## src/rtl/irq_pkg.sv

```systemverilog
// Shared types and helpers for the interrupt pending controller.
package irq_pkg;

    localparam int N_IRQ    = 8;
    localparam int IRQ_ID_W = 3;

    typedef enum logic {
        IDLE    = 1'b0,
        PRESENT = 1'b1
    } state_t;

    // One-hot mask for a presented index, used to clear its pending bit.
    function automatic logic [N_IRQ-1:0] onehot8(input logic [IRQ_ID_W-1:0] id);
        logic [N_IRQ-1:0] v;
        v     = '0;
        v[id] = 1'b1;
        return v;
    endfunction

endpackage

```

## src/rtl/irq_pending_ctrl_prio_enc8.sv

```systemverilog
// Combinational 8-to-3 strict-priority encoder; bit 7 has highest priority.
module prio_enc8
    import irq_pkg::*;
(
    input  logic [N_IRQ-1:0]    req_vec,
    output logic [IRQ_ID_W-1:0] idx,
    output logic                any
);

    // Scan upward so the highest set bit is the last (winning) assignment.
    always_comb begin
        // NOTE: every output gets a default first so no path leaves it unassigned (no latch).
        idx = '0;
        any = |req_vec;
        for (int i = 0; i < N_IRQ; i++) begin
            if (req_vec[i]) begin
                idx = IRQ_ID_W'(i);
            end
        end
    end

endmodule

```

## src/rtl/irq_pending_ctrl.sv

```systemverilog
// Sticky interrupt pending register with mask, priority selection and a
// valid/ack presentation handshake with an acknowledge timeout.
// Build option: define IRQ_EDGE_EN to capture only rising edges of req
// (default: level capture).
module irq_pending_ctrl
    import irq_pkg::*;
#(
    parameter  int ACK_TIMEOUT = 16,
    localparam int CNT_W       = $clog2(ACK_TIMEOUT)
) (
    input  logic                clk,
    input  logic                rst,
    input  logic [N_IRQ-1:0]    req,
    input  logic [N_IRQ-1:0]    mask,
    input  logic                en,
    input  logic                irq_ack,
    output logic                irq_valid,
    output logic [IRQ_ID_W-1:0] irq_id,
    output logic [N_IRQ-1:0]    pending,
    output logic                timeout
);

    state_t                state_q;
    state_t                state_d;
    logic [CNT_W-1:0]      cnt_q;
    logic [N_IRQ-1:0]      set;
    logic [N_IRQ-1:0]      clr;
    logic [N_IRQ-1:0]      sel;
    logic [IRQ_ID_W-1:0]   enc_idx;
    logic                  enc_any;
    logic                  at_limit;
    logic                  handshake;
    logic                  start;
    logic                  expire;

`ifdef IRQ_EDGE_EN
    logic [N_IRQ-1:0]      req_q;

    // Remember last cycle's request lines for rising-edge detection.
    always_ff @(posedge clk) begin
        if (rst) begin
            req_q <= '0;
        end else begin
            req_q <= req;
        end
    end

    // Only a 0->1 transition on a line marks it pending.
    always_comb begin
        set = req & ~req_q;
    end
`else
    // Level capture: a high line marks (or keeps) its bit pending.
    always_comb begin
        set = req;
    end
`endif

    assign sel = pending & ~mask;

    prio_enc8 u_enc (
        .req_vec (sel),
        .idx     (enc_idx),
        .any     (enc_any)
    );

    // FSM state register.
    always_ff @(posedge clk) begin
        // NOTE: state is updated with non-blocking assignments so every flop samples pre-edge values.
        if (rst) begin
            state_q <= IDLE;
        end else begin
            state_q <= state_d;
        end
    end

    // Next state: start on enabled unmasked work, leave on ack or timeout.
    always_comb begin
        state_d = state_q;
        case (state_q)
            IDLE: begin
                if (en && enc_any) begin
                    state_d = PRESENT;
                end
            end
            PRESENT: begin
                if (irq_ack || at_limit) begin
                    state_d = IDLE;
                end
            end
            default: state_d = IDLE;
        endcase
    end

    // FSM outputs and handshake/timeout qualifiers.
    always_comb begin
        irq_valid = (state_q == PRESENT);
        at_limit  = (cnt_q == CNT_W'(ACK_TIMEOUT - 1));
        handshake = irq_valid && irq_ack;
        expire    = irq_valid && !irq_ack && at_limit;
        start     = (state_q == IDLE) && (state_d == PRESENT);
        clr       = handshake ? onehot8(irq_id) : '0;
    end

    // Presented index, ack-wait counter and the one-cycle timeout pulse.
    always_ff @(posedge clk) begin
        if (rst) begin
            irq_id  <= '0;
            cnt_q   <= '0;
            timeout <= 1'b0;
        end else begin
            timeout <= expire;
            if (start) begin
                irq_id <= enc_idx;
                cnt_q  <= '0;
            end else if (irq_valid && !at_limit) begin
                cnt_q  <= cnt_q + CNT_W'(1);
            end
        end
    end

    // Sticky pending: set takes priority over the ack clear on the same bit.
    always_ff @(posedge clk) begin
        if (rst) begin
            pending <= '0;
        end else begin
            pending <= (pending & ~clr) | set;
        end
    end

endmodule
```

## config.mk

```make
export PLATFORM = sky130hd
export DESIGN_NAME = irq_pending_ctrl
export DESIGN_NICKNAME = d
export VERILOG_FILES = /design/src/rtl/irq_pkg.sv /design/src/rtl/irq_pending_ctrl_prio_enc8.sv /design/src/rtl/irq_pending_ctrl.sv
export SDC_FILE = /design/constraint.sdc
export NUM_CORES = 1
export LEC_CHECK = 0
export ABC_AREA = 1
export CAP_MARGIN = 10
export CELL_PAD_IN_SITES_DETAIL_PLACEMENT = 1
export CELL_PAD_IN_SITES_GLOBAL_PLACEMENT = 2
export CORE_ASPECT_RATIO = 1.1
export CORE_MARGIN = 2
export CORE_UTILIZATION = 19
export CTS_CLUSTER_DIAMETER = 200
export DETAILED_ROUTE_END_ITERATION = 12
export PLACE_DENSITY = 0.77
export RECOVER_POWER = 50
export SLEW_MARGIN = 20
export SYNTH_ARGS = -nofsm -noshare
export SYNTH_HDL_FRONTEND = slang
export SYNTH_HIERARCHICAL = 1
export SYNTH_SLANG_ARGS = --single-unit
```

## constraint.sdc

```tcl
create_clock -name clk -period 1.2 [get_ports clk]
set_input_delay 0.36 -clock clk [delete_from_list [all_inputs] [get_ports clk]]
set_output_delay 0.36 -clock clk [all_outputs]
set_load 0.01 [all_outputs]
```

==> results.ini <==
[synth]
ys_types = 17
synth_top_cell_by_area = dfxtp_1
synth_ff_type = dfxtp_1
avgSynthCellArea_um2 = 6.49
netlist.area_leader.share_pct = 41.0
ys_ff_latch = 17
ys_seq_area_share_pct = 41.0
synth_common_cells = nand2_1 (30), inv_1 (26), nor2_1 (20)
netlist_instances = 128
synth_most_common_cell = nand2_1
yosys_warnings = 6
synthesis.nets = 149
async_reset_ff_share_pct = 0
synth_edf_count = 0
synth_area_leaders = dfxtp_1 (41%), nand2_1 (14%), inv_1 (12%)
synth_area_um2 = 831

[layout]
syn_to_final_growth_pct = 76.5
fill_cells = 548
fin_util_pct = 34.5
antennaDiodeCount = 0
fin_nets = 205
drive_gt1_share_pct = 41.0

[pwr]
powerDensity_nw_per_um2 = 1010
p_sw_w = 0.000431
p_leak_nw = 0.673
seqPwrFrac_pct = 42.6
switching_share_pct = 29.1
internal_power_w = 0.00105
clkPwrFrac_pct = 29.1
irDropWorstVdd_mv = 0.340
pwr-share-comb_pct = 28.3

[die]
core_area_um2 = 4250
ios = 33
dieArea_um2 = 4920
die_w_um = 67.1
initial_core_util_pct = 19.5
rows = 25
die_h_um = 73.4

[timing]
period_needed_ns = 1.23
layout_setup_ws_ns = -0.0279
drv_slew = 0
finalHoldViolCount = 0
relSlewSlack_pct = 84.1
rsz0062_at_grt = yes
post-route-period-util_pct = 102
setup_viol = 3
fmax_ghz = 0.814
worst_pin_slew_ns = 0.238
clock_skew_ns = 0.00471

[setup_path]
path_class = register to register
reg2reg_depth = 9
r2r_slack_ns = -0.03
worstSetupEndpoint = irq_id[1]$_SDFFE_PP0P_
startpoint = pending[2]$_SDFF_PP0_
r2r_end = irq_id[1]$_SDFFE_PP0P_
required_ns = 1.38
r2r-start = pending[2]$_SDFF_PP0_
endpoint_kind = register
cp-start-kind = register
arrival_ns = 1.41
crit_fanout = 5

[global_route]
gr-total-overflow = 0
grt_pass1_vias = 1013
grt_usage_pct = 11.8
antenna_found_initial = 0
grt_start_max_net_pins = 10
grt_pass1_wl_mm = 4.41

[placed_design]
portBuffers = 32
preCtsSetupSlack_ns = -0.554
place_congestion = 0.762
dp_hpwl_mm = 2.13

[routing]
wl_per_cell_um = 11.9
num_vias = 992
drt-initial-drc-count = 23
drtPass1Iterations = 2
drtAntennaViolNets = 0
drc = 0
vias_per_cell = 4.19
routed_wl_mm = 2.82

[clocking]
cts_buffer_depth = 2
cts_tree = done
clkTransAtPathRegs_ns = 0.07
htreeDepth = 1
cts-buffers-inserted = 3
cts_sinks = 17
cts-root-buf = clkbuf_8
clkLatencyLatePin_ns = 0.25

[flow_run]
drv_cap = 0

[outcome]
status = finished with violations
violations = setup timing

[min_path]
hp-class = primary input to register

-- power groups by stage --
stage,Clock [W],Combinational [W],Sequential (W)
floorplan,0,0.000123,0.000663
global placement,0,0.000361,0.000639
detailed placement,0,0.000365,0.000640
CTS,0.000454,0.000399,0.000632
global route,0.000490,0.000458,0.000637
finish,0.000431,0.000419,0.000632
-- critical path, cell delays in order, from the launching register on --
cell,delay [ns]
dfxtp_2,0.35
inv_2,0.04
nor2_2,0.09
inv_1,0.06
nand2_2,0.08
nor3_4,0.04
nand3_2,0.09
nand3_4,0.11
buf_4,0.15
a21oi_1,0.14
-- flip-flops by register name, summed over array words and instances, names as in the netlist --
name / flops
pending: 8
cnt_q: 4
irq_id: 3
irq_valid: 1
timeout: 1
-- metrics by stage --
step | power, W | area [µm²] | hold slack, ns | instances | TNS, ns
floorplan | 0.000786 | 831 | 0.437 | 128 | 0
global placement | 0.000999 | 1300 | 0.482 | 225 | -6.55
detailed placement | 0.00101 | 1300 | 0.497 | 225 | -7.02
CTS | 0.00149 | 1460 | 0.497 | 234 | -0.353
global route | 0.00158 | 1470 | 0.490 | 237 | -0.686
finish | 0.00148 | 1470 | 0.466 | 237 | -0.0441
-- area by class of cell --
class / count / area, µm² / area share [%]
tap: 54 / 67.6 / 4.61
timing repair buffer: 52 / 415 / 28.3
clock buffer: 4 / 45.0 / 3.07
sequential: 17 / 354 / 24.1
inverter: 26 / 97.6 / 6.66
multi-input combinational: 84 / 487 / 33.2
-- cell families after synthesis --
| group | share of synthesized area, % |
|---|---|
| flops | 41.0 |
| simple gates | 33.1 |
| fa+ha+maj | 1.51 |
| buf+inv | 12.3 |
| compound gates | 11.0 |
| xor+xnor | 1.05 |
-- cells in the final DEF, fill, tap and decap left out, types with 2 or more instances in the layout --
cell type / count
a21oi_1: 8
dlygate4sd2_1: 8
buf_2: 8
dfxtp_1: 6
a21oi_2: 6
dfxtp_2: 11
nand3_1: 4
buf_4: 18
clkdlybuf4s15_2: 2
clkbuf_8: 3
clkbuf_1: 3
buf_6: 2
nand2_2: 5
nor2_2: 8
inv_1: 24
nand4_1: 2
nand3_2: 2
nand2_1: 26
clkdlybuf4s50_1: 10
inv_2: 2
nor2_1: 12
-- layer usage --
| metal | vias up | wire length [µm] | GRT usage (%) |
|---|---|---|---|
| li1 | 503 | - | - |
| met1 | 461 | 1110 | 12.8 |
| met2 | 24 | 1540 | 22.7 |
| met3 | 4 | 136 | 1.99 |
| met4 | 0 | 27 | 4.08 |
| met5 | - | 0 | 0 |
-- worst min path at each step --
| stage | start | endpoint | slack (ns) | cells past startpoint |
|---|---|---|---|---|
| 2_1_floorplan | irq_ack | timeout$_SDFF_PP0_ | 0.44 | 1 |
| 5_1_grt | irq_ack | timeout$_SDFF_PP0_ | 0.49 | 3 |
| 4_1_cts | pending[7]$_SDFF_PP0_ | pending[7]$_SDFF_PP0_ | 0.50 | 2 |
| 6_report | irq_ack | timeout$_SDFF_PP0_ | 0.47 | 3 |
| 3_5_place_dp | pending[7]$_SDFF_PP0_ | pending[7]$_SDFF_PP0_ | 0.50 | 2 |
| 3_3_place_gp | pending[7]$_SDFF_PP0_ | pending[7]$_SDFF_PP0_ | 0.48 | 2 |
-- repair_timing --
item                       in CTS  in global routing
pin swaps                      11                 10
setup endpoints to repair      28                 28
resized for setup              72                 33
hold buffers                    0                  0
hold endpoints to repair        0                  0
setup buffers                   5                  3
Power figures use the tool's default switching activity.
